$ cat config.mk
export PLATFORM = sky130hd
export DESIGN_NAME = bin_to_bcd_seq
export DESIGN_NICKNAME = d
export VERILOG_FILES = /design/src/rtl/bin_to_bcd_seq.sv
export SDC_FILE = /design/constraint.sdc
export NUM_CORES = 1
export LEC_CHECK = 0
export CAP_MARGIN = 40
export CORE_MARGIN = 2
export CORE_UTILIZATION = 52
export CTS_CLUSTER_SIZE = 16
export DETAILED_ROUTE_END_ITERATION = 8
export PLACE_DENSITY = 0.87
export SLEW_MARGIN = 30
export SYNTH_ARGS = -nofsm -noshare
export SYNTH_HDL_FRONTEND = slang
export SYNTH_SLANG_ARGS = --single-unit
$ cat constraint.sdc
create_clock -name clk -period 2.1 [get_ports clk]
set_input_delay 0.42 -clock clk [delete_from_list [all_inputs] [get_ports clk]]
set_output_delay 0.42 -clock clk [all_outputs]
set_load 0.005 [all_outputs]
$ cat src/rtl/bin_to_bcd_seq.sv
// Sequential binary-to-BCD converter (shift-and-add-3 / double dabble).
// Feeds the seven-segment decoder so the displays read decimal instead of hex.
// One input bit is consumed per cycle. Out-of-range values are shown as all-F digits.
`timescale 1ns/1ps

module bin_to_bcd_seq #(
    parameter int BIN_W  = 10,
    parameter int DIGITS = 3
) (
    input  logic                  clk,
    input  logic                  rst_n,
    input  logic [BIN_W-1:0]      bin_in,
    input  logic                  bin_valid,
    output logic                  bin_ready,
    output logic [4*DIGITS-1:0]   bcd_out,
    output logic                  bcd_valid,
    output logic                  ovf
);

    localparam int unsigned MAXV  = 10**DIGITS - 1;
    localparam int          CNT_W = $clog2(BIN_W + 1);
    localparam int          WRK_W = 4*DIGITS + BIN_W;

    typedef enum logic [1:0] {
        IDLE  = 2'd0,
        SHIFT = 2'd1,
        DONE  = 2'd2
    } state_t;

    state_t               state;
    state_t               state_nxt;
    logic [BIN_W-1:0]     shreg;
    logic [4*DIGITS-1:0]  scratch;
    logic [CNT_W-1:0]     cnt;
    logic                 ovf_pend;
    logic [WRK_W-1:0]     sh_work;

    assign bin_ready = (state == IDLE);

    // State register.
    always_ff @(posedge clk or negedge rst_n) begin
        if (!rst_n) begin
            state <= IDLE;
        end else begin
            state <= state_nxt;
        end
    end

    // Next-state: accept in IDLE, leave SHIFT on the last bit, DONE lasts one cycle.
    always_comb begin
        state_nxt = state;
        case (state)
            IDLE:    if (bin_valid) state_nxt = SHIFT;
            SHIFT:   if (cnt == CNT_W'(1)) state_nxt = DONE;
            DONE:    state_nxt = IDLE;
            default: state_nxt = IDLE;
        endcase
    end

    // One double-dabble step: add 3 to every digit >= 5, then shift the whole
    // {scratch, shreg} vector left so the next binary bit enters the units digit.
    // The bit shifted out of the top digit is dropped.
    always_comb begin
        sh_work = {scratch, shreg};
        for (int i = 0; i < DIGITS; i++) begin
            if (sh_work[BIN_W + 4*i +: 4] >= 4'd5) begin
                sh_work[BIN_W + 4*i +: 4] = sh_work[BIN_W + 4*i +: 4] + 4'd3;
            end
        end
        sh_work = sh_work << 1;
    end

    // Datapath: load on accept, shift while busy, publish the result on DONE.
    always_ff @(posedge clk or negedge rst_n) begin
        if (!rst_n) begin
            shreg     <= '0;
            scratch   <= '0;
            cnt       <= '0;
            ovf_pend  <= 1'b0;
            bcd_out   <= '0;
            bcd_valid <= 1'b0;
            ovf       <= 1'b0;
        end else begin
            bcd_valid <= 1'b0;
            case (state)
                IDLE: begin
                    if (bin_valid) begin
                        shreg    <= bin_in;
                        scratch  <= '0;
                        cnt      <= CNT_W'(BIN_W);
                        ovf_pend <= (32'(bin_in) > MAXV);
                    end
                end
                SHIFT: begin
                    {scratch, shreg} <= sh_work;
                    cnt              <= cnt - CNT_W'(1);
                end
                DONE: begin
                    bcd_out   <= ovf_pend ? '1 : scratch;
                    ovf       <= ovf_pend;
                    bcd_valid <= 1'b1;
                end
                default: begin
                    bcd_valid <= 1'b0;
                end
            endcase
        end
    end

endmodule

; ---- Word level (Yosys, flattened, before mapping)
; Index checks and enable logic that the tools add are counted.
; Widths: inputs -> output; s select.
[totals]
regBits = 43
latchBits = 0
ramBits = 0
rom_bits = 0
inputBits = 13
wordCells = 40
n_memories = 0
[classes]
n_addsub = 4
multipliers = 0
div = 0
n_lt_le_gt_ge = 4
eq_ne = 5
shifts = 0
muxes = 14
n_bitwise = 0
n_reduce_logical = 5
[ops]
columns = cell, count
row1 = $mux 12, 2
row2 = $pmux 12 s2, 1
row3 = $pmux 10 s2, 1
row4 = $ge 4x3->1 const B, 3
row5 = $mux 4, 3
row6 = $gt 10x10->1 const B, 1
row7 = $mux 10, 1
row8 = $add 4x2->4 const B, 2
row9 = $pmux 4 s2, 1
row10 = $reduce_and 2->1, 3
row11 = $eq 4x1->1 const B, 1
row12 = $mux 2, 2
row13 = $ne 2x2->1 const B, 2
row14 = $pmux 2 s2, 1
row15 = $sub 4x1->4 const B, 1
row16 = $add 3x2->3 const B, 1
row17 = $mux 3, 1
row18 = $eq 2x1->1 const B, 1
row19 = $eq 2x2->1 const B, 1
row20 = $logic_not 2->1, 1
row21 = $reduce_bool 2->1, 1
row22 = $mux 1, 1

; ---- Logic depth before layout (Yosys ltp)
[depth]
ltp_word = 3
ltp_mapped = 6

; ---- Worst setup path before layout
; Ideal clock, no wire load.
[synth_timing]
path_type = register to register
from = register scratch[4]
to = register scratch[6]
setup_ns = 0.083
arrival_time_ns = 1.433
setup_slack_ns = 0.585
path_stages_with_launch = 7
period_less_slack_ns = 1.515
path_cell_list = dfrtp_1 > inv_1 > ha_1 > nand2b_1 > a21oi_1 > mux2_2 > o21ai_0
[synth_via]
elab_chain_cells = 3
[synth_rtl]
columns = item, line_no
row1 = "start, declared", 33  ; logic [4*DIGITS-1:0] scratch;
row2 = "start signal, assigned", 95  ; {scratch, shreg} <= sh_work;
row3 = $add 4x2->4 / $ge 4x3->1 (equally long branches), "67, 66"
row4 = $mux 4 *, 66  ; if (sh_work[BIN_W + 4*i +: 4] >= 4'd5) begin
row5 = $pmux 12 s2 *, 85  ; case (state)
; Mark *: on every way between the ends. The rest lies on a longest branch, timed or not.
; A chain may end at the register's enable or synchronous reset.

; ---- Worst setup path after layout
[layout_timing]
from = register state[1]
to = output port bin_ready
[layout_via]
elab_chain_cells = 1
[layout_rtl]
columns = item, line_no
row1 = "start, declared", 30  ; state_t state;
row2 = "start signal, assigned", 45  ; state <= state_nxt;
row3 = $logic_not 2->1, 38  ; assign bin_ready = (state == IDLE);
row4 = "end, declared", 14  ; output logic bin_ready,
; No other way between the ends.

==> results.toml <==
[synth]
synthFlopType = "dfrtp_1"
yosysTopAreaCell = "dfrtp_1"
async_flop_share = 1.00
synth_cell_types = 28
yosysSeqAreaShare = 0.532
synth_edf_count = 0
netlist_instances = 214
synthTopCellsByArea = "dfrtp_1 (53%), nand2_1 (6.9%), o21ai_0 (5.9%), ha_1 (4.9%), nor2_1 (4.3%)"
syn_area_um2 = 2020
syn-num-nets = 235
synth_common_cells = "dfrtp_1 (43), nand2_1 (37), o21ai_0 (24)"
postSynthAreaPerCell_um2 = 9.46
synth_warnings = 0
yosysMostFrequentCell = "dfrtp_1"
netlist.area_leader.share = 0.532
ys_seq_elements = 43

[cells_and_area]
drive_above_1_share = 0.0747
postLayoutCoreUtil = 0.657
nFillCells = 304
syn_to_final_growth_pct = 19.8
insertedDiodeCount = 0
nNetsFinal = 261

[routing]
ant_nets = 0
viasPerCell = 5.36
route.vias.total = 1550
wl_mm = 3.67
drt_iter0_drc = 118
drc = 0
firstDrtPassIters = 4
wl_per_cell_um = 12.7

[worst_setup_path]
crit_chain = "nor2_1 > clkdlybuf4s50_1"
slowest_stage = "clkdlybuf4s50_1"
arrival_ns = 1.38
cp_max_fo = 5
cpPeakStageDelay_ns = 0.52
rr_worst_depth = 6
critPathCaptureType = "output port"
critPathRequiredTime_ns = 1.68
rrSetupSlack_ns = 0.43
crit_start = "state[1]$_DFFE_PN0P_"
worstSetupPathType = "register to output port"
r2r_start = "scratch[4]$_DFFE_PN0P_"
start_kind = "register"
r2r_end = "scratch[6]$_DFFE_PN0P_"

[floorplanning]
rows = 22
die_h_um = 66.4
boundaryPins = 28
die_area_um2 = 4410
die-width_um = 66.4
coreArea_um2 = 3690
initial_core_util = 0.549

[pwr]
switching_share = 0.368
seqPwrFrac = 0.415
p_int_w = 0.00223
clkPwrFrac = 0.159
leakage_nw = 1.09
p_per_area_nw_per_um2 = 1460
power.share.combinational = 0.427
p_sw_w = 0.00130
ir_worst_vdd_mv = 0.822

[timing]
final-setup-viol-count = 0
fin_tns_setup_ns = 0
slew_headroom = 0.637
fmax_mhz = 557
hold_viol_final = 0
drv_slew = 0
min_period_ns = 1.80
finClkSkew_ns = 0.00455
rsz0062_at_grt = "no"
fin_crit_sh = 0.855
worst_pin_slew_ns = 0.544

[global_routing]
grt_max_degree = 44
track_usage = 0.204
grt_pass1_wl_mm = 6.71
grt_pass1_vias = 1514
grt_overflow_total = 0
antenna_found_initial = 0

[placed_design]
port_buffers = 27
gp_congestion = 0.779
hpwlAfterDp_mm = 2.66

[clock_network]
clockBufferDepth = 2
cts_setup_buffers = 0
cts_hold_buf = 0
clockRootBuffer = "clkbuf_8"
insertion_delay_ns = 0.29
cts_sinks = 43
clk_pin_slew_ns = 0.08
htree_levels = 2
numCtsBuffers = 5
cts_resized = 0
cts_tree = "built"

[outcome]
status = "finished, final reports clean"

[min_path]
hold_class = "input pin to async pin"

[flow_run]
maxCapViolations = 0
## final cells by class
class                           instances  area, µm²  share of cell area
Multi-Input combinational cell        148        845               0.348
Timing Repair Buffer                   33        310               0.128
Inverter                                9       33.8              0.0139
Clock buffer                            8        100              0.0413
Sequential cell                        43       1080               0.444
Tap cell                               48       60.1              0.0248
## routing by layer
| metal | wire length (µm) | GRT usage |
|---|---|---|
| met5 | 0 | 0 |
| met4 | 64 | 0.0765 |
| met3 | 158 | 0.0511 |
| met2 | 1810 | 0.340 |
| met1 | 1640 | 0.256 |
## power by group through the flow
stage | Combinational (W) | Clock, W | Sequential [W]
after detailed placement | 0.00153 | 0 | 0.00147
after global routing | 0.00175 | 0.000618 | 0.00151
after floorplan | 0.00108 | 0 | 0.00141
after CTS | 0.00154 | 0.000581 | 0.00146
final | 0.00151 | 0.000561 | 0.00147
after global placement | 0.00146 | 0 | 0.00146
## worst max path at each step
stage | end | slack [ns]
after floorplan | scratch[6]$_DFFE_PN0P_ | 0.58
after global routing | bin_ready | 0.21
final | bin_ready | 0.30
after global placement | scratch[11]$_DFFE_PN0P_ | 0.27
after detailed placement | ovf_pend$_DFFE_PN0P_ | 0.24
after CTS | bin_ready | 0.27
## logic make-up after synthesis
group           after synthesis  share of synthesized area
compound gates               47                      0.143
simple gates                 83                      0.178
flops                        43                      0.532
buf+inv                      23                     0.0513
mux                           3                     0.0167
xor+xnor                      7                     0.0303
fa+ha+maj                     8                     0.0494
## metrics by stage
step	total power [W]	worst slack [ns]	cells	instance area [µm²]	hold slack (ns)
after global placement	0.00292	0.272	281	2320	0.461
final	0.00353	0.305	289	2420	0.195
after global routing	0.00388	0.209	289	2420	0.250
after detailed placement	0.00301	0.236	281	2320	0.472
after CTS	0.00358	0.272	289	2420	0.206
after floorplan	0.00250	0.585	214	2020	0.124
## worst max-delay path: cells and delay by family, from the launching register on
family / cells / cell delay (ns)
flops: 1 / 0.42
buf+inv: 1 / 0.52
simple gates: 1 / 0.15
## layout by cell type, fill, tap and decap left out
cell type,count
nor4_1,1
or3b_1,1
buf_4,6
a31oi_1,9
nor3_1,1
nand3_1,9
xnor2_1,4
clkbuf_1,1
nor2_1,23
nor2b_1,1
mux2_2,3
dfrtp_1,43
a311o_1,1
a21oi_1,3
o21ai_0,24
ha_1,8
and3_1,1
xor2_1,3
buf_2,1
nor3b_1,1
o31ai_2,1
and2_1,2
a32o_1,3
inv_1,9
nand2_1,37
nand2b_1,5
o31ai_1,6
nand4_1,1
clkdlybuf4s50_1,26
clkbuf_8,7
## sequential cells by signal, summed over array words and instances (netlist names)
| register | cells |
|---|---|
| scratch | 12 |
| cnt | 4 |
| bcd_valid | 1 |
| ovf | 1 |
| ovf_pend | 1 |
| state | 2 |
| bcd_out | 12 |
| shreg | 10 |
Power figures use the tool's default switching activity.
